File: config.mk
export PLATFORM = sky130hd
export DESIGN_NAME = sdr_wr_split_flat
export DESIGN_NICKNAME = d
export VERILOG_FILES = /design/src/rtl/sdr_wr_split_pkg.sv /design/src/rtl/sdr_wr_split_if.sv /design/src/rtl/sdr_wr_split.sv /design/src/flat_wrapper.sv
export SDC_FILE = /design/constraint.sdc
export NUM_CORES = 1
export LEC_CHECK = 0
export CORE_MARGIN = 2
export CORE_UTILIZATION = 43
export CTS_BUF_LIST = sky130_fd_sc_hd__clkbuf_4 sky130_fd_sc_hd__clkbuf_8
export DETAILED_ROUTE_END_ITERATION = 8
export HOLD_SLACK_MARGIN = 0.08
export PLACE_DENSITY = 0.69
export RECOVER_POWER = 50
export SLEW_MARGIN = 20
export SYNTH_ARGS = -nofsm -noshare
export SYNTH_HDL_FRONTEND = slang
export SYNTH_SLANG_ARGS = --single-unit
File: constraint.sdc
create_clock -name clk -period 11.02 [get_ports clk]
set_input_delay 1.653 -clock clk [delete_from_list [all_inputs] [get_ports clk]]
set_output_delay 1.653 -clock clk [all_outputs]
set_load 0.02 [all_outputs]
File: src/rtl/sdr_wr_split_pkg.sv
// Shared SDR write-path definitions: FSM state codes, page size and the
// host-address / controller-address field layout used when packing sdr_waddr.
package sdr_wr_split_pkg;

  localparam int unsigned PAGE_HW = 512;

  localparam int unsigned COL_W  = 9;
  localparam int unsigned ROW_W  = 13;
  localparam int unsigned BANK_W = 2;

  // Field offsets in the linear host halfword address
  localparam int unsigned HCOL_LSB  = 0;
  localparam int unsigned HROW_LSB  = 9;
  localparam int unsigned HBANK_LSB = 22;

  // Field offsets in the controller address (bit 9 is a fixed zero)
  localparam int unsigned WCOL_LSB  = 0;
  localparam int unsigned WROW_LSB  = 10;
  localparam int unsigned WBANK_LSB = 23;

  localparam logic [2:0] ST_IDLE = 3'd0;
  localparam logic [2:0] ST_CALC = 3'd1;
  localparam logic [2:0] ST_REQ  = 3'd2;
  localparam logic [2:0] ST_DATA = 3'd3;
  localparam logic [2:0] ST_NEXT = 3'd4;

  function automatic logic [31:0] pack_waddr(input logic [23:0] addr);
    logic [31:0] w;
    w = 32'd0;
    w[WBANK_LSB +: BANK_W] = addr[HBANK_LSB +: BANK_W];
    w[WROW_LSB  +: ROW_W]  = addr[HROW_LSB  +: ROW_W];
    w[WCOL_LSB  +: COL_W]  = addr[HCOL_LSB  +: COL_W];
    return w;
  endfunction

endpackage

File: src/rtl/sdr_wr_split_if.sv
// Host command/data stream plus SDR controller write port, bundled.
// slave = the splitter's view, master = the surrounding host/controller.
interface sdr_wr_split_if;

  logic        host_cmd_vld;
  logic        host_cmd_rdy;
  logic [23:0] host_addr;
  logic [11:0] host_len;
  logic        host_wdata_vld;
  logic [15:0] host_wdata;
  logic        host_wdata_rdy;
  logic        sdr_wr_req;
  logic [31:0] sdr_waddr;
  logic [11:0] sdr_wr_byte_cnt;
  logic        sdr_wr_ack;
  logic [15:0] sdr_wdata_in;
  logic        sdr_wdata_wr;
  logic        sdr_wr_ready;
  logic        busy;
  logic        done;

  modport slave (
    input  host_cmd_vld, host_addr, host_len, host_wdata_vld, host_wdata,
    input  sdr_wr_ack, sdr_wr_ready,
    output host_cmd_rdy, host_wdata_rdy, sdr_wr_req, sdr_waddr, sdr_wr_byte_cnt,
    output sdr_wdata_in, sdr_wdata_wr, busy, done
  );

  modport master (
    output host_cmd_vld, host_addr, host_len, host_wdata_vld, host_wdata,
    output sdr_wr_ack, sdr_wr_ready,
    input  host_cmd_rdy, host_wdata_rdy, sdr_wr_req, sdr_waddr, sdr_wr_byte_cnt,
    input  sdr_wdata_in, sdr_wdata_wr, busy, done
  );

endinterface

File: src/rtl/sdr_wr_split.sv
// Splits a host write command into controller segments that never cross a
// 512-halfword row and never exceed MAX_SEG_HW; data passes through unbuffered.
module sdr_wr_split
  import sdr_wr_split_pkg::*;
#(
  parameter int unsigned MAX_SEG_HW = 512
) (
  input  logic          clk,
  input  logic          rst_n,
  sdr_wr_split_if.slave bus
);

  logic [2:0]  r_state;
  logic [2:0]  w_state_nxt;
  logic        r_cmd_rdy;
  logic        r_done;
  logic [23:0] r_cur_addr;
  logic [11:0] r_rem;
  logic [9:0]  r_seg;
  logic [9:0]  r_fwd_cnt;
  logic [31:0] r_waddr;
  logic [11:0] r_byte_cnt;

  logic        w_accept;
  logic        w_active;
  logic        w_wdata_rdy;
  logic        w_xfer;
  logic [9:0]  w_fwd_cnt_nxt;
  logic        w_seg_done;
  logic [11:0] w_rem_nxt;
  logic [9:0]  w_room;
  logic [9:0]  w_seg_rc;
  logic [9:0]  w_seg;

  assign w_accept      = (r_state == ST_IDLE) && r_cmd_rdy && bus.host_cmd_vld;
  assign w_active      = (r_state == ST_REQ) || (r_state == ST_DATA);
  assign w_wdata_rdy   = w_active && bus.sdr_wr_ready && (r_fwd_cnt < r_seg);
  assign w_xfer        = bus.host_wdata_vld && w_wdata_rdy;
  assign w_fwd_cnt_nxt = r_fwd_cnt + {9'd0, w_xfer};
  assign w_seg_done    = (w_fwd_cnt_nxt == r_seg);
  assign w_rem_nxt     = r_rem - {2'd0, r_seg};

  // Room left in the current row is 1..512, so every candidate fits in 10 bits
  assign w_room   = 10'(PAGE_HW) - {1'b0, r_cur_addr[COL_W-1:0]};
  assign w_seg_rc = (r_rem < {2'd0, w_room}) ? r_rem[9:0] : w_room;
  assign w_seg    = (w_seg_rc < 10'(MAX_SEG_HW)) ? w_seg_rc : 10'(MAX_SEG_HW);

  // Next-state decode
  always_comb begin
    w_state_nxt = r_state;
    case (r_state)
      ST_IDLE: begin
        if (w_accept && (bus.host_len != 12'd0)) w_state_nxt = ST_CALC;
        else                                     w_state_nxt = ST_IDLE;
      end
      ST_CALC: w_state_nxt = ST_REQ;
      ST_REQ: begin
        if (bus.sdr_wr_ack) w_state_nxt = w_seg_done ? ST_NEXT : ST_DATA;
        else                w_state_nxt = ST_REQ;
      end
      ST_DATA: begin
        if (w_seg_done) w_state_nxt = ST_NEXT;
        else            w_state_nxt = ST_DATA;
      end
      ST_NEXT: begin
        if (w_rem_nxt == 12'd0) w_state_nxt = ST_IDLE;
        else                    w_state_nxt = ST_CALC;
      end
      default: w_state_nxt = ST_IDLE;
    endcase
  end

  // State, command-ready and completion pulse; rdy stays low until the first edge after reset
  always_ff @(posedge clk or negedge rst_n) begin
    if (!rst_n) begin
      r_state   <= ST_IDLE;
      r_cmd_rdy <= 1'b0;
      r_done    <= 1'b0;
    end else begin
      r_state   <= w_state_nxt;
      r_cmd_rdy <= (w_state_nxt == ST_IDLE);
      r_done    <= (w_accept && (bus.host_len == 12'd0)) ||
                   ((r_state == ST_NEXT) && (w_rem_nxt == 12'd0));
    end
  end

  // Command bookkeeping and the segment request registers
  always_ff @(posedge clk or negedge rst_n) begin
    if (!rst_n) begin
      r_cur_addr <= 24'd0;
      r_rem      <= 12'd0;
      r_seg      <= 10'd0;
      r_fwd_cnt  <= 10'd0;
      r_waddr    <= 32'd0;
      r_byte_cnt <= 12'd0;
    end else begin
      case (r_state)
        ST_IDLE: begin
          if (w_accept) begin
            r_cur_addr <= bus.host_addr;
            r_rem      <= bus.host_len;
          end
        end
        ST_CALC: begin
          r_seg      <= w_seg;
          r_fwd_cnt  <= 10'd0;
          r_waddr    <= pack_waddr(r_cur_addr);
          r_byte_cnt <= {1'b0, w_seg, 1'b0};
        end
        ST_REQ, ST_DATA: r_fwd_cnt <= w_fwd_cnt_nxt;
        ST_NEXT: begin
          r_cur_addr <= r_cur_addr + {14'd0, r_seg};
          r_rem      <= w_rem_nxt;
        end
        default: r_fwd_cnt <= r_fwd_cnt;
      endcase
    end
  end

  assign bus.host_cmd_rdy    = r_cmd_rdy;
  assign bus.host_wdata_rdy  = w_wdata_rdy;
  assign bus.sdr_wr_req      = (r_state == ST_REQ);
  assign bus.sdr_waddr       = r_waddr;
  assign bus.sdr_wr_byte_cnt = r_byte_cnt;
  assign bus.sdr_wdata_in    = bus.host_wdata;
  assign bus.sdr_wdata_wr    = w_xfer;
  assign bus.busy            = (r_state != ST_IDLE);
  assign bus.done            = r_done;

endmodule

File: src/flat_wrapper.sv
// flat-port wrapper written by rule: the top's interface ports become plain ports
module sdr_wr_split_flat import sdr_wr_split_pkg::*;
#(
  parameter int unsigned MAX_SEG_HW = 512
)
  (clk, rst_n, bus_host_cmd_vld, bus_host_addr, bus_host_len, bus_host_wdata_vld, bus_host_wdata, bus_sdr_wr_ack, bus_sdr_wr_ready, bus_host_cmd_rdy, bus_host_wdata_rdy, bus_sdr_wr_req, bus_sdr_waddr, bus_sdr_wr_byte_cnt, bus_sdr_wdata_in, bus_sdr_wdata_wr, bus_busy, bus_done);
  sdr_wr_split_if bus_i ();
  input  logic clk;
  input  logic rst_n;
  input wire logic [$bits(bus_i.host_cmd_vld)-1:0] bus_host_cmd_vld;
  input wire logic [$bits(bus_i.host_addr)-1:0] bus_host_addr;
  input wire logic [$bits(bus_i.host_len)-1:0] bus_host_len;
  input wire logic [$bits(bus_i.host_wdata_vld)-1:0] bus_host_wdata_vld;
  input wire logic [$bits(bus_i.host_wdata)-1:0] bus_host_wdata;
  input wire logic [$bits(bus_i.sdr_wr_ack)-1:0] bus_sdr_wr_ack;
  input wire logic [$bits(bus_i.sdr_wr_ready)-1:0] bus_sdr_wr_ready;
  output wire logic [$bits(bus_i.host_cmd_rdy)-1:0] bus_host_cmd_rdy;
  output wire logic [$bits(bus_i.host_wdata_rdy)-1:0] bus_host_wdata_rdy;
  output wire logic [$bits(bus_i.sdr_wr_req)-1:0] bus_sdr_wr_req;
  output wire logic [$bits(bus_i.sdr_waddr)-1:0] bus_sdr_waddr;
  output wire logic [$bits(bus_i.sdr_wr_byte_cnt)-1:0] bus_sdr_wr_byte_cnt;
  output wire logic [$bits(bus_i.sdr_wdata_in)-1:0] bus_sdr_wdata_in;
  output wire logic [$bits(bus_i.sdr_wdata_wr)-1:0] bus_sdr_wdata_wr;
  output wire logic [$bits(bus_i.busy)-1:0] bus_busy;
  output wire logic [$bits(bus_i.done)-1:0] bus_done;
  assign bus_i.host_cmd_vld = bus_host_cmd_vld;
  assign bus_i.host_addr = bus_host_addr;
  assign bus_i.host_len = bus_host_len;
  assign bus_i.host_wdata_vld = bus_host_wdata_vld;
  assign bus_i.host_wdata = bus_host_wdata;
  assign bus_i.sdr_wr_ack = bus_sdr_wr_ack;
  assign bus_i.sdr_wr_ready = bus_sdr_wr_ready;
  assign bus_host_cmd_rdy = bus_i.host_cmd_rdy;
  assign bus_host_wdata_rdy = bus_i.host_wdata_rdy;
  assign bus_sdr_wr_req = bus_i.sdr_wr_req;
  assign bus_sdr_waddr = bus_i.sdr_waddr;
  assign bus_sdr_wr_byte_cnt = bus_i.sdr_wr_byte_cnt;
  assign bus_sdr_wdata_in = bus_i.sdr_wdata_in;
  assign bus_sdr_wdata_wr = bus_i.sdr_wdata_wr;
  assign bus_busy = bus_i.busy;
  assign bus_done = bus_i.done;
  sdr_wr_split #(.MAX_SEG_HW(MAX_SEG_HW)) u_core (.clk(clk), .rst_n(rst_n), .bus(bus_i));
endmodule
=== After elaboration in Yosys (flattened, before gate mapping) ===
Index checks and enable logic that the tools add are counted.

* Flip-flop bits (word level): 85
* Bits of input ports: 58
* Output and inout bits: 66
* Word-level logic and storage cells: 53

* Add/subtract/negate cells: 4
* $lt $le $gt $ge: 3
* Equality and inequality tests: 6
* Multiplexer cells: 12
* Reductions and logical operators: 20

{| class="wikitable"
|+ Operators by type and width
! cell !! number
|-
| one-hot mux 24 bit (2 select lines) || 1
|-
| adder 24 x 10 -> 24 bit || 1
|-
| zero test 12 bit || 2
|-
| two-way mux 24 bit || 1
|-
| one-hot mux 12 bit (2 select lines) || 1
|-
| two-way mux 10 bit || 2
|-
| one-hot mux 10 bit (2 select lines) || 1
|-
| one-hot mux 3 bit (5 select lines) || 1
|-
| less-than comparator 12 x 10 -> 1 bit || 1
|-
| two-way mux 12 bit || 1
|-
| nonzero test 12 bit || 1
|-
| subtractor 12 x 10 -> 12 bit || 1
|-
| adder 10 x 1 -> 10 bit || 1
|-
| equality test 10 bit || 1
|-
| less-than comparator 10 bit || 1
|-
| less-than comparator 10 bit, second input constant || 1
|-
| subtractor 10 x 9 -> 10 bit, first input constant || 1
|-
| logical AND 1 bit || 8
|-
| equality test 3 x 2 -> 1 bit, second input constant || 2
|-
| zero test 3 bit || 2
|-
| two-way mux 3 bit || 2
|-
| nonzero test 2 bit || 2
|-
| equality test 3 x 1 -> 1 bit, second input constant || 1
|-
| equality test 3 bit, second input constant || 1
|-
| other kinds (6) || 8
|}

=== Longest topological paths before layout ===
Gate-level depths: netlist of the first run.

* Depth in word-level cells: 11
* Gate-level depth with buffers: 17
* Gate-level depth less buffers: 17

=== Worst setup path after synthesis of the first run ===
No wires, ideal clock.

* Path type: in2reg
* From: in bus_sdr_wr_ready
* To: reg u_core.r_state[0]
* Setup time: 128 ps
* Arrival time: 4,367 ps
* Required time: 10,892 ps
* Slack: 6,524 ps
* Cell stages on the path: 14
* Buffers on the path: 0
* Cell sequence: inv_1 > a2111oi_0 > nand2_1 > a21oi_1 > and2_1 > ha_1 > ha_1 > nand3_1 > xnor2_1 > nor3_1 > nand3_1 > or4_1 > o211ai_1 > nand3b_1

* Longest elaborated chain between the ends: 8

{| class="wikitable"
|+ RTL lines
! item !! RTL line !! source
|-
| from (decl) || flat_wrapper.sv:16 || <nowiki>input wire logic [$bits(bus_i.sdr_wr_ready)-1:0] bus_sdr_wr_ready;</nowiki>
|-
| logical AND 1 bit (*) (2 in a row) || sdr_wr_split.sv:37 || <nowiki>assign w_wdata_rdy = w_active && bus.sdr_wr_ready && (r_fwd_cnt < r_seg);</nowiki>
|-
| via bus_host_wdata_rdy || flat_wrapper.sv:18 || <nowiki>output wire logic [$bits(bus_i.host_wdata_rdy)-1:0] bus_host_wdata_rdy;</nowiki>
|-
| logical AND 1 bit (*) || sdr_wr_split.sv:38 || <nowiki>assign w_xfer = bus.host_wdata_vld && w_wdata_rdy;</nowiki>
|-
| via bus_sdr_wdata_wr || flat_wrapper.sv:23 || <nowiki>output wire logic [$bits(bus_i.sdr_wdata_wr)-1:0] bus_sdr_wdata_wr;</nowiki>
|-
| adder 10 x 1 -> 10 bit (*) || sdr_wr_split.sv:39 || <nowiki>assign w_fwd_cnt_nxt = r_fwd_cnt + {9'd0, w_xfer};</nowiki>
|-
| equality test 10 bit (*) || sdr_wr_split.sv:40 || <nowiki>assign w_seg_done = (w_fwd_cnt_nxt == r_seg);</nowiki>
|-
| two-way mux 3 bit (*) || sdr_wr_split.sv:58, sdr_wr_split.sv:62 ||
|-
| two-way mux 3 bit || sdr_wr_split.sv:58 || <nowiki>if (bus.sdr_wr_ack) w_state_nxt = w_seg_done ? ST_NEXT : ST_DATA;</nowiki>
|-
| one-hot mux 3 bit (5 select lines) (*) || sdr_wr_split.sv:51 || <nowiki>case (r_state)</nowiki>
|-
| via u_core.w_state_nxt[0] || sdr_wr_split.sv:14 || <nowiki>logic [2:0] w_state_nxt;</nowiki>
|-
| to (signal assigned) || sdr_wr_split.sv:80 || <nowiki>r_state <= w_state_nxt;</nowiki>
|-
| to (decl) || sdr_wr_split.sv:13 || <nowiki>logic [2:0] r_state;</nowiki>
|}

The timed path passes the listed nets; every way through them passes the cells marked *.
A chain may end at the register's enable or synchronous reset.

=== Final worst setup path of the first run ===
* From: in bus_sdr_wr_ready
* To: out bus_sdr_wdata_wr

* Longest elaborated chain between the ends: 3

{| class="wikitable"
|+ RTL lines
! item !! RTL line
|-
| logical AND 1 bit (2 in a row) || sdr_wr_split.sv:37
|-
| logical AND 1 bit || sdr_wr_split.sv:38
|-
| to (decl) || flat_wrapper.sv:23
|}

No other way between the ends.

==> flow_summary_export.csv, run 1 <==
group,metric,value,unit
sta,rsz0062_at_grt,"false",
yosys,synthMuxAreaShare,0.0174,
floorplan,core,13700,µm²
finish,final_common_cell,"nand2_1",
critical_path,regToRegSetupSlack,6.85,ns
clock_tree,numCtsBuffers,9,
routing,first_iter_violations,511,
grt,use_met2,0.356,
critical_path,worst-path-buf-inv,3,
pwr,power_leakage,3.18,nW
critical_path,critPathTopFamily,"buffers and inverters",
clock_tree,cts-root-buf,"clkbuf_8",
yosys,synth_ff_type,"dfrtp_1",
sta,drv_slew,88,
grt,top_usage_layer,"met2",
clock_tree,post_cts_resized,0,
finish,diodes,0,
clock_tree,h-tree-depth,3,
finish,area_growth,17.6,%
sta,hold_ws,0.482,ns
critical_path,crit_path_end_kind,"primary output",
clock_tree,clk_pin_slew,0.09,ns
grt,grt_pass1_wl,26500,µm
grt,antenna_found_initial,0,
critical_path,crit_chain,"clkdlybuf4s50_1 -> inv_1 -> a2111oi_0 -> nand2_1 -> a21oi_1 -> and2_1 -> clkdlybuf4s50_1",
sta,worst_slew_pin_slew,2.44,ns
finish,mostFrequentLayoutCells,"nand2_1, dfrtp_1, clkdlybuf4s50_1, nor2_1, ha_1",
grt,grt_max_degree,46,
routing,drtAntennaViolNets,0,
grt,use_met3,0.0328,
placed_design,dp_hpwl,12100,µm
floorplan,die_y,122,µm
routing,drc_errors,0,
pwr,p_per_area,314,nW/µm²
floorplan,io_pins,124,
floorplan,die-area,14800,µm²
critical_path,critPathSlowestCell,"clkdlybuf4s50_1",
clock_tree,clock_latency,0.38,ns
routing,dr.pass1.iters,6,
yosys,synth_top_family_by_area,"simple AND/OR/NAND/NOR gates",
sta,finalSetupViolCount,0,
sta,fmax,193,MHz
finish,final_core_util,0.512,
critical_path,critPathMaxStageDelay,0.61,ns
yosys,synth-xor-area-share,0.0572,
yosys,yosys_warnings,0,
critical_path,critPathKind,"input port to primary output",
yosys,synth_fa_ha_area_frac,0.0926,
placed_design,portBuffers,81,
yosys,async_reset_ff_frac,1.00,
sta,finalCriticalPeriod,5.17,ns
placed_design,place.gp.congestion,0.894,
critical_path,required,9.37,ns
yosys,syn-cell-area,5970,µm²
placed_design,place_area,6790,µm²
yosys,synth.avg_cell_area,8.55,µm²
yosys,ys_seq_area_frac,0.356,
pwr,power.total,0.00220,W
run_status,violations,"capacitance limit, slew limit",
clock_tree,cts_max_path_buffers,2,
yosys,synth.distinct_cells,65,
yosys,syn_inst,698,
yosys,synth_compound_area_frac,0.193,
sta,setup_tns,0,ns
grt,grt_use_met1,0.320,
routing,via_count,5368,
clock_tree,clock_sinks,85,
hold_path,hold_path.class,"flop to flop",
floorplan,initial_core_util,0.435,
routing,wl_per_cell,17.6,µm
critical_path,arrival,3.52,ns
sta,fin_worst_skew,0.0144,ns
critical_path,startpoint_type,"input port",
routing,wirelength,16500,µm
critical_path,critical_path.max_fanout,2,
sta,relSlewSlack,-0.627,
yosys,ys_ff_latch,85,
job,cap_violations,2,
floorplan,chipWidth,122,µm
yosys,synth-edff-count,0,
yosys,yosys.area_share.simple,0.215,
clock_tree,cts_setup_buffers,0,
clock_tree,holdBufCountCts,0,
run_status,outcome,"finished with violations",
grt,grt_usage,0.228,
finish,fin_area,7020,µm²
grt,grt_pass1_vias,5152,
sta,finalHoldViolations,0,
finish,drive_gt1_frac,0.0476,
clock_tree,cts_tree,"yes",
grt,gr-total-overflow,0,
critical_path,crit_path_frequent_cell,"clkdlybuf4s50_1",
sta,fin_crit_sh,0.470,
finish,nets,853,
routing,vias_per_cell,5.73,
pwr,vdd.ir_drop.worst,0.124,mV
floorplan,num_rows,43,
==> Yosys cell counts, types with 4 or more instances <==
master / n / share of area
o211ai_1: 4 / 0.0050
inv_1: 26 / 0.016
o31ai_1: 7 / 0.0088
a21oi_1: 31 / 0.026
xnor2_1: 21 / 0.031
and3_1: 18 / 0.019
nor2_1: 43 / 0.027
a22oi_1: 12 / 0.015
buf_4: 26 / 0.033
ha_1: 41 / 0.086
nand4_1: 7 / 0.0073
and3b_1: 5 / 0.0073
o21ai_1: 7 / 0.0059
nor3_1: 15 / 0.013
a21o_1: 9 / 0.011
a2111oi_0: 5 / 0.0073
nor2b_1: 6 / 0.0063
clkbuf_1: 20 / 0.013
buf_2: 4 / 0.0034
xor2_1: 18 / 0.026
o22ai_1: 5 / 0.0052
nand2b_1: 13 / 0.014
nand3_1: 16 / 0.013
o21ai_0: 40 / 0.034
nor4_1: 5 / 0.0052
mux2i_1: 7 / 0.012
or3_1: 5 / 0.0052
a221o_1: 7 / 0.012
a31oi_1: 7 / 0.0073
a211oi_1: 6 / 0.0075
o21a_1: 6 / 0.0075
dfrtp_1: 85 / 0.36
nand2_1: 117 / 0.074
==> layout make-up <==
type | count | area (µm²)
Multi-Input combinational cell | 543 | 3480
Tap cell | 180 | 225
Clock buffer | 9 | 124
Clock inverter | 7 | 121
Timing Repair Buffer | 87 | 842
Fill cell | 1338 | 6700
Sequential cell | 85 | 2130
Inverter | 26 | 97.6
==> worst min-delay path: stages (launching register included) <==
cell and delay [ns]:
dfrtp_1 0.35, nand2_1 0.05, nand2_1 0.05
==> path summary, 6_finish.rpt <==
check	from	end	depth (start not counted)
max	bus_sdr_wr_ready	bus_sdr_wdata_wr	7
min	u_core.bus.sdr_waddr[23]	u_core.bus.sdr_waddr[23]	2
max reg2reg	u_core.r_seg[1]	u_core.r_state[0]	17
min reg2reg	u_core.bus.sdr_waddr[23]	u_core.bus.sdr_waddr[23]	2
max in group asynchronous	rst_n	u_core.r_rem[6]	2
min in group asynchronous	rst_n	u_core.bus.sdr_waddr[23]	1
==> layer usage <==
layer  share of wire  wire [µm]
met5               0          0
met4           0.026        430
met3           0.057        935
met2            0.46       7570
met1            0.46       7600
==> per-stage QoR <==
step | instances | setup slack (ns)
after floorplan | 707 | 6.52
after global placement | 921 | 5.93
after detailed placement | 921 | 5.82
after CTS | 937 | 5.82
after global routing | 937 | 5.04
final | 937 | 5.85
==> cell families (layout without fill, tap and decap cells) <==
kind of cell / count (synthesis) / count (layout)
AOI/OAI and AO/OA: 172 / 172
xor gates and xnor gates: 39 / 39
adders and majority gates: 43 / 43
buffers and inverters: 79 / 129
DFF: 85 / 85
muxes: 10 / 10
other: 1 / 10
and+or+nand+nor: 269 / 269
==> report_power, final <==
group          leakage (nW)  internal [W]  switching, W
combinational          2.01      0.000581      0.000717
sequential             1.05      0.000444      0.000187
clock                 0.124      0.000152      0.000123
total                  3.18       0.00118       0.00103
==> sequential cells by signal, summed over array words and instances, names as in the netlist <==
| register | cells |
|---|---|
| u_core.r_cur_addr | 24 |
| u_core.r_fwd_cnt | 10 |
| u_core.bus.host_cmd_rdy | 1 |
| u_core.bus.done | 1 |
| u_core.r_seg | 10 |
| u_core.r_state | 3 |
| u_core.r_rem | 12 |
| u_core.bus.sdr_waddr | 24 |
Power figures use the tool's default switching activity.
==> inputs of run 2 (changes only) <==
Clock period 11.02 ns to 5 ns, I/O delays scaled along.
==> flow_summary_export.csv, run 2 (synthesis gave the netlist of run 1 again) <==
group,metric,value,unit
floorplan,io_pins,124,
routing,vias_per_cell,5.71,
routing,wirelength,16500,µm
critical_path,startpoint_type,"flop",
sta,fin_worst_skew,0.0128,ns
finish,final_core_util,0.509,
sta,finalCriticalPeriod,4.05,ns
routing,wl_per_cell,17.6,µm
run_status,violations,"capacitance limit, slew limit",
grt,grt_max_degree,86,
finish,seq_area,2130,µm²
job,cap_violations,1,
sta,relSlewSlack,-1.54,
sta,worst_slew_pin_slew,3.82,ns
grt,gr-total-overflow,0,
clock_tree,cts_max_path_buffers,2,
run_status,outcome,"finished with violations",
clock_tree,clk_pin_slew,0.10,ns
grt,grt_pass1_vias,5163,
floorplan,initial_core_util,0.435,
finish,fin_area,6980,µm²
floorplan,num_rows,43,
floorplan,core,13700,µm²
critical_path,crit_path_frequent_cell,"ha_1",
placed_design,place_inst,922,
floorplan,chipWidth,122,µm
finish,nets,854,
routing,via_count,5358,
placed_design,dp_hpwl,12100,µm
routing,first_iter_violations,465,
pwr,p_comb_frac,0.609,
sta,fin_crit_sh,0.810,
placed_design,portBuffers,81,
critical_path,critical_path.max_fanout,6,
pwr,switching_power,0.00227,W
pwr,power_leakage,3.17,nW
pwr,seqPwrFrac,0.291,
critical_path,critPathSlowestCell,"dfrtp_1",
sta,finalSetupViolCount,0,
floorplan,die_y,122,µm
finish,mostFrequentLayoutCells,"nand2_1, dfrtp_1, clkdlybuf4s50_1, nor2_1, ha_1",
clock_tree,cts-root-buf,"clkbuf_8",
finish,final_common_cell,"nand2_1",
sta,rsz0062_at_grt,"false",
finish,drive_gt1_frac,0.0515,
sta,finalHoldViolations,0,
pwr,cell_internal_pwr,0.00247,W
clock_tree,cts_tree,"yes",
pwr,swShare,0.479,
finish,diodes,0,
critical_path,required,5.26,ns
finish,fill_cells,1311,
clock_tree,holdBufCountCts,0,
finish,multi_input_area,3480,µm²
clock_tree,numCtsBuffers,9,
pwr,vdd.ir_drop.worst,0.206,mV
critical_path,critPathTopFamily,"compound AO/OA/AOI/OAI gates",
sta,fmax,247,MHz
clock_tree,clock_latency,0.37,ns
grt,antenna_found_initial,0,
grt,grt_usage,0.226,
sta,drv_slew,86,
placed_design,place_area,6790,µm²
routing,dr.pass1.iters,5,
critical_path,crit_chain,"inv_1 -> ha_1 -> a21o_1 -> a21o_1 -> a2111oi_0 -> o21bai_1 -> a21oi_1 -> and2_1 -> ha_1 -> ha_1 -> nand2_1 -> nor3_1 -> nor3_1 -> a211o_1 -> a21oi_1 -> nor2_1 -> and3_1",
clock_tree,post_cts_resized,0,
hold_path,hold_path.class,"flop to flop",
clock_tree,cts_setup_buffers,0,
clock_tree,clock_sinks,85,
critical_path,critPathKind,"flop to flop",
floorplan,die-area,14800,µm²
critical_path,arrival,4.31,ns
grt,grt_pass1_wl,26200,µm
critical_path,critPathMaxStageDelay,0.50,ns
finish,final_cells,938,
pwr,p_per_area,679,nW/µm²
routing,drc_errors,0,
routing,drtAntennaViolNets,0,
clock_tree,h-tree-depth,3,
placed_design,place.gp.congestion,0.905,
pwr,pwr-share-clk,0.101,
critical_path,crit_path_end_kind,"flop",
critical_path,worst-path-buf-inv,1,
finish,area_growth,17.0,%
sta,setup_tns,0,ns
[run 2: final cells by class]
type                    instances  area share
multi-input cells             543       0.499
flip-flops and latches         85       0.305
repair buffers                 88       0.124
well taps                     180      0.0322
clock buffers                  11      0.0208
inverters                      26      0.0140
clock inverters                 5     0.00627
[run 2: worst register-to-register path, cell delays in order (launching register included)]
cell       delay, ns
dfrtp_1         0.50
inv_1           0.14
ha_1            0.31
a21o_1          0.16
a21o_1          0.16
a2111oi_0       0.41
o21bai_1        0.10
a21oi_1         0.18
and2_1          0.18
ha_1            0.19
ha_1            0.27
nand2_1         0.16
nor3_1          0.32
nor3_1          0.10
a211o_1         0.28
a21oi_1         0.22
nor2_1          0.10
and3_1          0.17
[run 2: power groups by stage]
stage | Combinational, W | Clock, W | Sequential (W)
2_1_floorplan | 0.00195 | 0 | 0.00140
3_5_place_dp | 0.00284 | 0 | 0.00139
4_1_cts | 0.00287 | 0.000492 | 0.00137
3_3_place_gp | 0.00280 | 0 | 0.00137
5_1_grt | 0.00320 | 0.000524 | 0.00142
6_report | 0.00289 | 0.000478 | 0.00138
[run 2: path summary, 6_finish.rpt]
path | from | end | slack [ns] | depth (start not counted)
min in group asynchronous | rst_n | u_core.bus.sdr_waddr[22] | 1.81 | 1
worst min-delay path | u_core.bus.sdr_waddr[21] | u_core.bus.sdr_waddr[21] | 0.49 | 2
worst min register to register | u_core.bus.sdr_waddr[21] | u_core.bus.sdr_waddr[21] | 0.49 | 2
worst max register to register | u_core.r_seg[1] | u_core.r_state[2] | 0.95 | 17
max in group asynchronous | rst_n | u_core.r_rem[6] | 1.05 | 1
worst max-delay path | u_core.r_seg[1] | u_core.r_state[2] | 0.95 | 17
[run 2: metrics by stage]
step	power (W)	hold WS (ns)	setup slack [ns]
after floorplan	0.00334	0.453	0.758
after global placement	0.00417	0.457	1.11
after detailed placement	0.00423	0.467	0.997
after CTS	0.00473	0.490	0.963
after global routing	0.00515	0.504	0.330
final	0.00474	0.485	0.948
[run 2: per-layer routing]
metal / wire [µm] / track usage
met3: 984 / 0.0407
met2: 7760 / 0.370
met1: 7540 / 0.309
met4: 204 / 0.0582
met5: 0 / 0
==> inputs of run 3 (changes only) <==
Clock period 5 ns to 3.9 ns, I/O delays scaled along.
==> flow_summary_export.csv, run 3 (synthesis gave the netlist of run 1 again) <==
group,metric,value,unit
sta,fin_worst_skew,0.0196,ns
routing,drtAntennaViolNets,0,
critical_path,critPathKind,"flop to flop",
placed_design,place.gp.congestion,0.911,
sta,finalHoldViolations,0,
clock_tree,cts_max_path_buffers,2,
routing,wirelength,17200,µm
clock_tree,clk_pin_slew,0.10,ns
placed_design,dp_hpwl,13100,µm
pwr,swShare,0.474,
finish,diodes,0,
floorplan,chipWidth,122,µm
finish,area_growth,19.7,%
hold_path,hold_path.class,"flop to flop",
sta,fin_crit_sh,0.951,
pwr,cell_internal_pwr,0.00332,W
critical_path,critical_path.max_fanout,6,
critical_path,required,4.16,ns
finish,mostFrequentLayoutCells,"nand2_1, dfrtp_1, clkdlybuf4s50_1, nor2_1",
floorplan,io_pins,124,
finish,final_common_cell,"nand2_1",
sta,layout_setup_ws,0.191,ns
pwr,switching_power,0.00299,W
clock_tree,cts-root-buf,"clkbuf_8",
sta,finalCriticalPeriod,3.71,ns
grt,gr-total-overflow,0,
grt,grt_max_degree,60,
sta,setup_tns,0,ns
floorplan,die_y,122,µm
routing,dr.pass1.iters,5,
clock_tree,post_cts_resized,0,
critical_path,startpoint_type,"flop",
floorplan,die-area,14800,µm²
sta,relSlewSlack,-0.00452,
sta,worst_slew_pin_slew,1.51,ns
clock_tree,h-tree-depth,3,
grt,grt_pass1_wl,27100,µm
critical_path,arrival,3.97,ns
pwr,seqPwrFrac,0.265,
critical_path,critPathSlowestCell,"dfrtp_2",
pwr,pwr-share-clk,0.109,
sta,fmax,270,MHz
clock_tree,cts_setup_buffers,0,
sta,finalSetupViolCount,0,
job,cap_violations,1,
run_status,outcome,"finished with violations",
routing,first_iter_violations,585,
clock_tree,clock_latency,0.39,ns
pwr,vdd.ir_drop.worst,0.323,mV
floorplan,num_rows,43,
clock_tree,numCtsBuffers,9,
finish,fill_cells,1327,
floorplan,core,13700,µm²
routing,vias_per_cell,5.77,
placed_design,place_inst,937,
routing,drc_errors,0,
sta,drv_slew,59,
grt,antenna_found_initial,0,
finish,nets,869,
clock_tree,cts_tree,"yes",
floorplan,initial_core_util,0.435,
critical_path,crit_path_end_kind,"flop",
placed_design,pre_cts_slack,0.170,ns
critical_path,critPathMaxStageDelay,0.46,ns
run_status,violations,"capacitance limit, slew limit",
clock_tree,holdBufCountCts,0,
placed_design,portBuffers,81,
routing,wl_per_cell,18.1,µm
grt,grt_pass1_vias,5186,
pwr,p_per_area,883,nW/µm²
critical_path,crit_chain,"ha_1 -> a21o_1 -> a21o_1 -> a2111oi_2 -> o21bai_1 -> a21oi_2 -> and2_4 -> ha_1 -> ha_4 -> nand3_1 -> xnor2_1 -> nor3_2 -> nand3_1 -> or4_1 -> o211ai_1 -> nand3b_1",
sta,rsz0062_at_grt,"false",
clock_tree,clock_sinks,85,
finish,drive_gt1_frac,0.0802,
routing,via_count,5498,
pwr,p_comb_frac,0.626,
grt,grt_usage,0.235,
pwr,power_leakage,3.25,nW
finish,final_cells,953,
[run 3: worst max-delay path: cells and delay by family, from the launching register on]
kind | cells | cell delay (ns)
compound gates | 6 | 1.18
simple gates | 6 | 1.10
fa+ha+maj | 3 | 0.68
flops | 1 | 0.46
xor+xnor | 1 | 0.17
[run 3: path summary, 6_finish.rpt]
path | depth (start not counted) | slack [ns] | endpoint | startpoint
setup / recovery | 16 | 0.19 | u_core.r_state[0] | u_core.r_fwd_cnt[1]
hold / removal | 2 | 0.48 | u_core.bus.sdr_waddr[19] | u_core.bus.sdr_waddr[19]
setup reg to reg | 16 | 0.19 | u_core.r_state[0] | u_core.r_fwd_cnt[1]
hold reg to reg | 2 | 0.48 | u_core.bus.sdr_waddr[19] | u_core.bus.sdr_waddr[19]
max in group asynchronous | 2 | 1.30 | u_core.r_rem[11] | rst_n
min in group asynchronous | 1 | 0.55 | u_core.r_cur_addr[22] | rst_n
[run 3: per-layer routing]
metal / vias to the layer above / share of wire / track usage
met1: 2643 / 0.44 / 0.329
met3: 36 / 0.064 / 0.0272
met2: 210 / 0.47 / 0.378
li1: 2609 / - / -
met5: - / 0 / 0
met4: 0 / 0.025 / 0.0812
[run 3: power groups by stage]
stage                     Combinational [W]  Clock [W]  Sequential [W]
after floorplan                     0.00250          0         0.00179
after detailed placement            0.00387          0         0.00168
after global placement              0.00382          0         0.00166
after global routing                0.00433   0.000737         0.00173
after CTS                           0.00390   0.000706         0.00166
final                               0.00395   0.000690         0.00167
[run 3: per-stage QoR]
step	area (µm²)	util	total power, W	hold WS (ns)
final	7140	0.521	0.00631	0.480
after floorplan	6010	-	0.00430	0.289
after global placement	6920	0.504	0.00548	0.458
after CTS	7130	0.519	0.00626	0.280
after detailed placement	6920	0.504	0.00555	0.462
after global routing	7140	0.521	0.00679	0.509
[run 3: layout make-up]
type / count / area (µm²) / area share
multi-input cells: 543 / 3510 / 0.492
well taps: 180 / 225 / 0.0315
repair buffers: 103 / 967 / 0.135
inverters: 26 / 97.6 / 0.0137
clock inverters: 7 / 86.3 / 0.0121
flip-flops and latches: 85 / 2130 / 0.298
clock buffers: 9 / 124 / 0.0173
==> edit 1, RTL diff (flow settings as in run 2) <==
Reset style: synchronous (`rst_n`), changed in 2 clocked blocks.
--- a/src/rtl/sdr_wr_split.sv
+++ b/src/rtl/sdr_wr_split.sv
@@ -73,3 +73,3 @@
   // State, command-ready and completion pulse; rdy stays low until the first edge after reset
-  always_ff @(posedge clk or negedge rst_n) begin
+  always_ff @(posedge clk) begin
     if (!rst_n) begin
@@ -87,3 +87,3 @@
   // Command bookkeeping and the segment request registers
-  always_ff @(posedge clk or negedge rst_n) begin
+  always_ff @(posedge clk) begin
     if (!rst_n) begin
Check against the original RTL: differs if rst_n is asserted again (counterexample within 4 cycles, from zero or initial values and one cycle with rst_n low); with rst_n held inactive, the same outputs for 10 cycles.
==> edit 1 against run 2 <==
- final area fell by 5.1%
- synthesized cell count rose by 4.9%
- count of clock-buffer cells in the layout decreased by 1
- sequential cell count stayed put
- synthesized area down 4.9%
- routed wire length down 1.8%
- maximum frequency fell by 9.4%
- worst setup slack worse by 0.42 ns
- largest cell class unchanged
- highest routed layer unchanged
Power is not compared: it rests on default switching activity, and its combinational part moved more than twofold at a synthesized area within 25%.
==> edit 1: results (changes against run 2) <==
final net count=880 (+3.0%); first-pass GRT wire length=26.1 mm (-0.26%); Cells after DPL=940 (+2.0%); sequential share of the synthesized area=30.0% (-5.6 points); CTS Root Cell=clkbuf_8; CTS resizes=0 (unchanged); H-tree levels=3 (unchanged); asr flop ratio synth=0% (-100 points); DRT Pass-1 Iters=6 (+1); diode count=0 (unchanged); Hold Path Cell Cnt=2 (unchanged); Routed WL=16.2 mm (-1.8%); Cell variety after synth=61 (-6.2%); critical path's largest stage delay=~0.51 ns; Clk Latency, worst-skew pair=around 0.38 ns; FILL cells=1256 (-4.2%); Setup WS pre-CTS=0.553 ns (-0.444 ns); Worst Clk Skew=0.00736 ns (-0.00547 ns); launch point of the worst hold path=u_core.bus.sdr_waddr[16]$_SDFFE_PN0P_; worst-margin pin slew=1.39 ns (-2.43 ns); CP max stage cell=or4_4; Synth Warn #=0 (unchanged); detailed placer's ending HPWL=12.0 mm (-0.73%); Top Family by Delay on Critical Path=simple AND/OR/NAND/NOR gates; Tot GR Track Use=22.8% (+0.19 points); Area contributors post-synth=dfxtp_1 30%, ha_1 9.0%, nand2_1 7.5%; Worst EP arrival=4.69 ns (+0.38 ns); routability congestion estimate=0.888 (-1.9%); ys flop type=dfxtp_1; FF-to-FF Start=u_core.r_seg[1]$_SDFFE_PN0P_; setup slack, reg-to-reg=0.53 ns (-0.42 ns); CTS Buf Count=9 (unchanged); Reg2Reg Depth=17 (unchanged); DRT iter0 DRCs=433 (-6.9%); Commonest cells post-synth=114 x nand2_1, 85 x dfxtp_1, 66 x a21oi_1; layout cells sized above 1=5.23% (+0.084 points); Syn Area/Cell=7.75 µm² (-9.4%); RR Endpoint=u_core.r_state[0]$_SDFF_PN0_; Hold Path Sink=u_core.bus.sdr_waddr[16]$_SDFFE_PN0P_; HP Class=flop to flop; Routed WL per cell=16.9 µm (-3.7%); Clock transition at path regs=0.09 ns; largest net degree at the start of global routing=41 (-52%); vias per cell=5.78 (+1.2%); Max VDD drop=around 0.14 mV; status=finished clean; vias in the first global route=5296 (+2.6%); post-CTS setup buffers=0 (unchanged); CP Max Fanout=6 (unchanged); Longest Clk Path Bufs=2 (unchanged); max-cap check violation count=0 (-1)
[edit 1: changes by cell type after synthesis, sizes merged, moves of 7 or more]
cell and change:
nand2b -8, nor3 +8, o21ai -19, a311oi +9, and3 -7, nor2 +21, clkbuf +7, dfrtp -85
o211ai +9, dfxtp +85, a21oi +35
[edit 1: cell families (layout without fill, tap and decap cells)]
kind of cell    count (synthesis)  count (layout)  share of synthesized area, %
simple gates                  278             278                          22.9
compound gates                198             198                          23.2
buf+inv                        88             131                          7.70
flops                          85              85                          30.0
fa+ha+maj                      43              43                          9.75
xor+xnor                       34              34                          5.38
mux                             5               5                         0.948
other cells                     1              10                        0.0661
[edit 1: tightest hold or removal path, delay by kind of cell (launching register included)]
family           cells  cell delay, ns
AO/OA/AOI/OAI        1            0.05
flip-flops           1            0.32
AND/OR/NAND/NOR      1            0.05
[edit 1: power by group]
group          switching (W)  internal (W)  leakage, nW
clock               0.000286      0.000202       0.0950
combinational       0.000329      0.000224         1.86
sequential         0.0000483      0.000710        0.689
total               0.000664       0.00114         2.65
[edit 1: routing by layer]
metal / global-route usage, % / share of wire (%)
met3: 3.45 / 6.3
met1: 30.6 / 45
met5: 0 / 0
met4: 9.23 / 2.4
met2: 36.5 / 46
[edit 1: layout make-up]
type,count,area (µm²),area share (%)
Clock inverter,6,53.8,0.811
Tap cell,172,215,3.25
Inverter,28,105,1.58
Sequential cell,85,1700,25.7
Timing Repair Buffer,87,848,12.8
Multi-Input combinational cell,568,3570,53.8
Clock buffer,10,138,2.08
[edit 1: how the worst max path moves through the flow]
stage	start	to	slack (ns)	depth (start not counted)
final	u_core.r_seg[1]$_SDFFE_PN0P_	u_core.r_state[0]$_SDFF_PN0_	0.53	17
after detailed placement	u_core.r_seg[1]$_SDFFE_PN0P_	u_core.r_state[0]$_SDFF_PN0_	0.55	17
after CTS	u_core.r_seg[1]$_SDFFE_PN0P_	u_core.bus.host_cmd_rdy$_SDFF_PN0_	0.53	17
after global routing	u_core.r_seg[1]$_SDFFE_PN0P_	u_core.r_state[1]$_SDFF_PN0_	0.14	17
after global placement	u_core.r_seg[1]$_SDFFE_PN0P_	u_core.bus.host_cmd_rdy$_SDFF_PN0_	0.63	17
after floorplan	u_core.r_seg[1]$_SDFFE_PN0P_	u_core.bus.host_cmd_rdy$_SDFF_PN0_	0.33	17
[edit 1: metrics by stage]
step                      cell area [µm²]  utilization [%]  hold WS [ns]
after floorplan                      5710                -         0.441
final                                6630             51.9         0.458
after global routing                 6630             51.9         0.478
after detailed placement             6450             50.5         0.448
after global placement               6450             50.5         0.447
after CTS                            6640             52.0         0.462
==> edit 2, RTL diff (settings of run 2) <==
Made on the original files. Change the package constant `WROW_LSB` from 10 to 12.
--- a/src/rtl/sdr_wr_split_pkg.sv
+++ b/src/rtl/sdr_wr_split_pkg.sv
@@ -17,3 +17,3 @@
   localparam int unsigned WCOL_LSB  = 0;
-  localparam int unsigned WROW_LSB  = 10;
+  localparam int unsigned WROW_LSB  = 12;
   localparam int unsigned WBANK_LSB = 23;
Behaviour: not the same (Yosys sat finds a counterexample within 4 cycles, from zero or initial values and one cycle with rst_n low).
==> edit 2 against run 2 <==
- the flow still finishes with violations (max-capacitance violations, max-slew violations)
- routed wire length is 8.6% lower
- die area is 2.6% lower
- critical path type unchanged
- utilization hardly changed
- worst setup slack worse by 0.017 ns
- synthesized cell count is 11% lower
- sequential cell count is 4 lower
- clock skew is 0.00089 ns lower
- synthesized area is 2.6% lower
- final area is 3.5% lower
Power is left out: it rests on default switching activity, and per cell area and clock period it moved more than threefold.
==> edit 2: results (changes against run 2) <==
Longest Clk Path Bufs=2 (unchanged); met3 usage=4.91% (+0.83 points); Routed WL=15.1 mm (-8.6%); diode count=0 (unchanged); layout cells sized above 1=8.54% (+3.4 points); Synth Warn #=0 (unchanged); largest net degree at the start of global routing=82 (-4.7%); routability congestion estimate=0.893 (-1.3%); placed instance area=0.00654 mm² (-3.7%); Area contributors post-synth=dfrtp_1 35%, ha_1 8.8%, mux2_2 4.8%; DRT iter0 DRCs=470 (+1.1%); first-pass GRT wire length=24.6 mm (-6.0%); Worst Clk Skew=0.0119 ns (-0.000889 ns); met2 Usage GRT=35.5% (-1.5 points); Top Family by Delay on Critical Path=compound AO/OA/AOI/OAI gates; critical path's largest stage delay=0.52 ns (+0.02 ns); Worst EP arrival=4.29 ns (-0.02 ns); Clock transition at path regs=0.08 ns (-0.02 ns); met1 Usage GRT=28.4% (-2.5 points); Tot GR Track Use=21.5% (-1.1 points); H-tree levels=3 (unchanged); CTS Root Cell=clkbuf_8; setup slack, reg-to-reg=0.93 ns (-0.02 ns); failing checks=max-capacitance violations, max-slew violations; max-cap check violation count=2 (+1); post-CTS setup buffers=0 (unchanged); sequential share of the synthesized area=34.9% (-0.76 points); Cell variety after synth=72 (+11%); ys flop type=dfrtp_1; normalized max-slew margin=-144% (+11 points); final net count=775 (-9.3%); CP max stage cell=dfrtp_1; CTS resizes=0 (unchanged); FILL cells=1277 (-2.6%); asr flop ratio synth=100% (unchanged); DRT Pass-1 Iters=6 (+1); DR vias=4958 (-7.5%); Commonest cells post-synth=81 x dfrtp_1, 51 x nor2_1, 43 x nand2_1; Port Buffer Count=77 (-4.9%); status=finished, violations left; Pins Over Slew Limit=118 (+37%); detailed placer's ending HPWL=11.1 mm (-8.0%); vias in the first global route=4899 (-5.1%); final instance area=0.00674 mm² (-3.5%); antenna violations before repair=0 (unchanged)
-- edit 2: per-stage QoR --
stage | instances | worst slack (ns) | hold WS [ns]
2_1_floorplan | 635 | 1.31 | 0.453
3_3_place_gp | 839 | 1.01 | 0.487
3_5_place_dp | 839 | 0.975 | 0.482
4_1_cts | 855 | 0.933 | 0.499
5_1_grt | 855 | 0.454 | 0.535
6_report | 855 | 0.931 | 0.504
-- edit 2: final timing paths --
check | to | cells after the start | start
max reg2reg | u_core.r_state[0]$_DFF_PN0_ | 17 | u_core.r_seg[1]$_DFFE_PN0P_
max | u_core.r_state[0]$_DFF_PN0_ | 17 | u_core.r_seg[1]$_DFFE_PN0P_
min in group asynchronous | u_core.r_fwd_cnt[3]$_DFFE_PN0P_ | 1 | rst_n
max in group asynchronous | u_core.r_state[1]$_DFF_PN0_ | 1 | rst_n
min | u_core.r_cur_addr[21]$_DFFE_PN0P_ | 1 | u_core.r_cur_addr[21]$_DFFE_PN0P_
min reg2reg | u_core.r_cur_addr[21]$_DFFE_PN0P_ | 1 | u_core.r_cur_addr[21]$_DFFE_PN0P_
-- edit 2: kinds of logic (layout without fill, tap and decap cells) --
family	after synthesis	in the layout	synth area share, %
buffers and inverters	76	120	7.36
other	1	12	0.0645
adders and majority gates	43	43	9.52
xor gates and xnor gates	32	32	4.82
AOI/OAI and AO/OA	162	162	20.3
DFF	81	81	34.9
and+or+nand+nor	201	201	17.7
muxes	28	28	5.36
-- edit 2: routing by layer --
metal / wire [µm] / up-vias
met4: 300 / 0
met2: 7210 / 183
li1: - / 2346
met5: 0 / -
met1: 6630 / 2405
met3: 938 / 24
-- edit 2: final cells by class --
type                    instances  area share (%)
clock buffers                  10            1.95
clock inverters                 6            1.02
inverters                      22            1.23
multi-input cells             478            50.5
flip-flops and latches         81            30.1
well taps                     176            3.27
repair buffers                 82            11.9
-- edit 2: worst reg2reg max path, cell delays in order (launching register included) --
cell and delay (ns):
dfrtp_1 0.52, inv_1 0.20, ha_1 0.33, a21o_1 0.15
a21o_1 0.16, a21oi_1 0.15, o21ai_0 0.11, a21oi_1 0.25
o211a_1 0.23, ha_1 0.18, ha_1 0.24, and3_1 0.20
nand3_1 0.20, xor2_1 0.21, a211oi_1 0.23, o2111ai_1 0.23
a21boi_0 0.23, o22ai_1 0.10
